[config.mk]
export PLATFORM = sky130hd
export DESIGN_NAME = aap_fetch_stage
export DESIGN_NICKNAME = d
export VERILOG_FILES = /design/src/rtl/aap_fetch_stage.sv
export SDC_FILE = /design/constraint.sdc
export NUM_CORES = 1
export LEC_CHECK = 0
export BUFFER_PORTS_ARGS = -buffer_cell sky130_fd_sc_hd__buf_2
export CORE_ASPECT_RATIO = 0.75
export CORE_MARGIN = 4
export CORE_UTILIZATION = 30
export DETAILED_ROUTE_END_ITERATION = 8
export GPL_TIMING_DRIVEN = 0
export PLACE_DENSITY_LB_ADDON = 0.15
export SKIP_CTS_REPAIR_TIMING = 1
export SYNTH_ARGS = -nofsm -noshare
export SYNTH_HDL_FRONTEND = slang
export SYNTH_SLANG_ARGS = --single-unit
[constraint.sdc]
create_clock -name speedy_clock -period 9.5 [get_ports speedy_clock]
set_input_delay 0.475 -clock speedy_clock [delete_from_list [all_inputs] [get_ports speedy_clock]]
set_output_delay 0.475 -clock speedy_clock [all_outputs]
set_load 0.005 [all_outputs]
[src/rtl/aap_fetch_stage.sv]
// AAP instruction fetch: PC, synchronous word reads, 4-word FIFO,
// 16/32-bit instruction assembly and redirect flush.
module aap_fetch_stage #(
    parameter int                  PC_WIDTH = 24,
    parameter logic [PC_WIDTH-1:0] RESET_PC = '0
) (
    input  logic                speedy_clock,
    input  logic                reset,
    output logic                mem_rd_en,
    output logic [PC_WIDTH-1:0] mem_addr,
    input  logic [15:0]         mem_rdata,
    input  logic                redirect_valid,
    input  logic [PC_WIDTH-1:0] redirect_target,
    output logic                fetch_valid,
    input  logic                decode_ready,
    output logic [31:0]         fetchoutput,
    output logic                fetch_len32,
    output logic [PC_WIDTH-1:0] fetch_pc
);

    logic [PC_WIDTH-1:0] pc_q, pc_d;
    logic [2:0]          count_q, count_d;
    logic                inflight_q, inflight_d;
    logic [PC_WIDTH-1:0] infl_addr_q, infl_addr_d;
    logic [15:0]         data_q [4];
    logic [15:0]         data_d [4];
    logic [PC_WIDTH-1:0] tag_q [4];
    logic [PC_WIDTH-1:0] tag_d [4];

    logic       head_len32;
    logic       issue;
    logic       push;
    logic       fire;
    logic [2:0] pop_n;
    logic [2:0] wr_idx;
    logic [2:0] src_idx;

    always_comb begin
        head_len32  = data_q[0][15];
        fetch_valid = !redirect_valid &&
                      ((count_q >= 3'd1 && !head_len32) ||
                       (count_q >= 3'd2 && head_len32));
        // Reset gates the request so it drops the instant reset asserts
        issue       = !reset && !redirect_valid &&
                      ((count_q + {2'b0, inflight_q}) < 3'd4);
        mem_rd_en   = issue;
        mem_addr    = pc_q;
        fetchoutput = {head_len32 ? data_q[1] : 16'h0, data_q[0]};
        fetch_len32 = head_len32;
        fetch_pc    = tag_q[0];
    end

    always_comb begin
        fire   = fetch_valid && decode_ready;
        pop_n  = fire ? (head_len32 ? 3'd2 : 3'd1) : 3'd0;
        push   = inflight_q && !redirect_valid;
        wr_idx = count_q - pop_n;
        for (int i = 0; i < 4; i++) begin
            src_idx = 3'(i) + pop_n;
            if (src_idx < 3'd4) begin
                data_d[i] = data_q[src_idx[1:0]];
                tag_d[i]  = tag_q[src_idx[1:0]];
            end else begin
                data_d[i] = data_q[i];
                tag_d[i]  = tag_q[i];
            end
        end
        // Issue rule keeps wr_idx below 4 whenever a response is due
        if (push) begin
            data_d[wr_idx[1:0]] = mem_rdata;
            tag_d[wr_idx[1:0]]  = infl_addr_q;
        end
        if (redirect_valid) begin
            count_d = 3'd0;
            pc_d    = redirect_target;
        end else begin
            count_d = count_q - pop_n + {2'b0, push};
            pc_d    = issue ? pc_q + 1'b1 : pc_q;
        end
        inflight_d  = issue;
        infl_addr_d = pc_q;
    end

    always_ff @(posedge speedy_clock or posedge reset) begin
        if (reset) begin
            pc_q        <= RESET_PC;
            count_q     <= 3'd0;
            inflight_q  <= 1'b0;
            infl_addr_q <= RESET_PC;
            for (int i = 0; i < 4; i++) begin
                data_q[i] <= 16'h0;
                tag_q[i]  <= RESET_PC;
            end
        end else begin
            pc_q        <= pc_d;
            count_q     <= count_d;
            inflight_q  <= inflight_d;
            infl_addr_q <= infl_addr_d;
            for (int i = 0; i < 4; i++) begin
                data_q[i] <= data_d[i];
                tag_q[i]  <= tag_d[i];
            end
        end
    end

endmodule

==> reports/qor.csv <==
metric,value,unit
yosysWarningCount,0,
p_leak,6.59,nW
cts_root_buf,clkbuf_16,
syn2layout_area_growth,17.6,%
status,"complete, no violations",
worstMarginPinSlew,982,ps
crit_top_cell,clkbuf_1,
cts_buffers,27,
synth_cell_type_count,60,
dieArea,0.0461,mm²
grt_max_degree,112,
placedCellCount,1942,
core-area,0.0421,mm²
path_delay_family,buffers and inverters,
synth_edf_count,0,
finalSetupTns,0,ps
multiInputGateArea,0.00667,mm²
ff2ff_path_depth,13,
nets,1453,
io_pins,127,
start_util,0.304,
firstDrtPassIters,5,
setup_viol,0,
grt_remaining_overflow,0,
antenna_found_initial,1,
die_y,187,µm
r2r_slack,4040,ps
clk_pin_slew_worst_paths,60,ps
port_buffers,126,
seq_area,0.00531,mm²
rsz0062_at_grt,no,
grt_pass1_vias,10600,
synth_area_leader_cell,dfrtp_1,
rows,65,
max_cap_viol_count,0,
synth_area,0.0128,mm²
htree_num_levels,1,
pre_cts_ws,4120,ps
vias_per_cell,5.41,
cp-end-kind,flip-flop,
die_x,247,µm
syn_avg_cell_area,10.3,µm²
relSlewSlack,0.345,
finalWorstSetupSlack,4040,ps
cts_tree,yes,
cp_max_fo,10,
finalClockSkew,20.2,ps
synthCells,1246,
synth_commonest_cells,"252 x nand2_1, 212 x dfrtp_1, 161 x o21ai_0",
clock_sinks,212,
ant_nets,0,
vias,10800,
worstPathCellList,buf_2 -> buf_1 -> clkbuf_1 -> clkbuf_1 -> nand2_1 -> inv_1 -> fa_1 -> nor4bb_1 -> clkbuf_1 -> nor2_1 -> clkbuf_1 -> buf_1 -> a21o_1,
synth_area_leaders,"dfrtp_1 41%, mux4_2 14%, nand2_1 7.4%",
hold_viol_final,0,
slew_violations,0,
yosysTopAreaCellShare,0.414,
gp_congestion,0.827,
power_density,271,mW/mm²
insertion_delay,550,ps
fill_cells,4364,
reg2reg_from,fetch_len32,
yosysSeqAreaShare,0.414,
synthArstFlopShare,1.00,
crit_buf_inv,8,
criticalPathCategory,flip-flop to flip-flop,
place_hpwl,30100,µm
grt_use_total,0.194,
synth_seq_cells,212,
crit_required,9990,ps
slowest_delay,690,ps
drt_iter0_drc,1089,
grt_pass1_wl,69100,µm
period_needed,5460,ps
post_drt_wl_per_cell,22.8,µm
yosys.cell_count.top_type,nand2_1,
min_path_type,input port to async pin,
routed_wl,45400,µm
rr_endpoint,tag_q[65],
max_freq,0.183,GHz
critPathSlowestCell,buf_1,
syn_nets,1297,
critPathLaunchType,flip-flop,
layout-drive-gt1-share,0.251,
drc,0,
period_share,0.575,
ir_drop,0.149,mV
finalInstanceArea,0.0151,mm²
synth-main-ff-cell,dfrtp_1,
fin_cells,1991,
clk_path_buf_depth,3,
postPlaceCellArea,0.0142,mm²
critPathArrivalTime,5950,ps
==> where the power goes <==
part / internal [mW] / leakage, nW / switching, mW / total [mW]
sequential: 1.23 / 2.68 / 0.377 / 1.61
clock: 0.611 / 0.426 / 0.419 / 1.03
combinational: 0.828 / 3.48 / 0.625 / 1.45
==> worst max-delay path by stage <==
| stage | end | start | slack [ps] | cells past startpoint |
|---|---|---|---|---|
| CTS | tag_q[65] | fetch_len32 | 4100 | 13 |
| global placement | fetchoutput[9] | reset | -200 | 2 |
| detailed placement | tag_q[65] | fetch_len32 | 4120 | 13 |
| global route | tag_q[65] | fetch_len32 | 3700 | 13 |
| finish | tag_q[65] | fetch_len32 | 4040 | 13 |
| floorplan | count_q[0] | reset | 3230 | 1 |
==> layout by cell type (no fill, tap or decap), types with 4 or more instances in the layout <==
cell type / netlist / routed
inv_1: 17 / 16
a31oi_1: 8 / 8
a22oi_1: 5 / 5
buf_4: 45 / 45
clkbuf_8: 0 / 8
nand4_1: 14 / 14
o21ai_0: 161 / 161
clkbuf_1: 73 / 81
clkbuf_16: 0 / 27
dfrtp_1: 212 / 212
mux4_2: 78 / 78
buf_8: 5 / 5
ha_1: 6 / 6
and2_1: 18 / 18
nor3_1: 6 / 6
mux2_2: 39 / 39
o21ai_1: 9 / 9
or4_1: 4 / 4
mux2i_1: 81 / 81
buf_2: 6 / 132
or3_1: 5 / 5
nand2_1: 252 / 252
a21oi_1: 6 / 6
a21o_1: 79 / 79
o31ai_1: 12 / 12
nor4_1: 5 / 5
nand3_1: 18 / 18
xnor2_1: 7 / 7
nor2b_1: 13 / 13
buf_1: 4 / 4
nor2_1: 14 / 14
==> stage by stage <==
stage | power (mW) | util | hold slack [ps]
finish | 4.09 | 0.358 | 128
global route | 4.33 | 0.358 | 135
CTS | 4.12 | 0.358 | 109
detailed placement | 3.06 | 0.337 | 454
global placement | 3.05 | 0.336 | 457
floorplan | 2.55 | - | 420
==> cell type report <==
class                           instances  share of cell area
Buffer                                136              0.0508
Multi-Input combinational cell        880               0.443
Sequential cell                       212               0.352
Antenna cell                            1            0.000166
Inverter                               18             0.00548
Clock inverter                          5             0.00374
Tap cell                              569              0.0473
Timing Repair Buffer                  127              0.0437
Clock buffer                           43              0.0541
==> state kept, by name, indices dropped and copies added, names as in the netlist <==
name / cells
fetchoutput: 15
inflight_q: 1
fetch_pc: 24
infl_addr_q: 24
tag_q: 72
count_q: 3
data_q: 48
fetch_len32: 1
mem_addr: 24
==> kinds of logic (layout without fill, tap and decap cells) <==
logic type / Yosys count / after routing / share of synthesized area
adders and majority gates: 7 / 7 / 0.00742
muxes: 198 / 198 / 0.235
and+or+nand+nor: 371 / 371 / 0.133
xor gates and xnor gates: 8 / 8 / 0.00547
AOI/OAI and AO/OA: 296 / 296 / 0.140
other: 0 / 1 / 0
buffers and inverters: 154 / 329 / 0.0656
DFF: 212 / 212 / 0.414
==> layer usage <==
metal,up-vias,GRT usage,part of all wire
met3,55,0.0272,0.056
met2,370,0.289,0.45
met4,0,0.0430,0.022
met5,-,0,0
li1,4790,-,-
met1,5549,0.299,0.48
No activity file was read; power rests on OpenSTA's default activity.
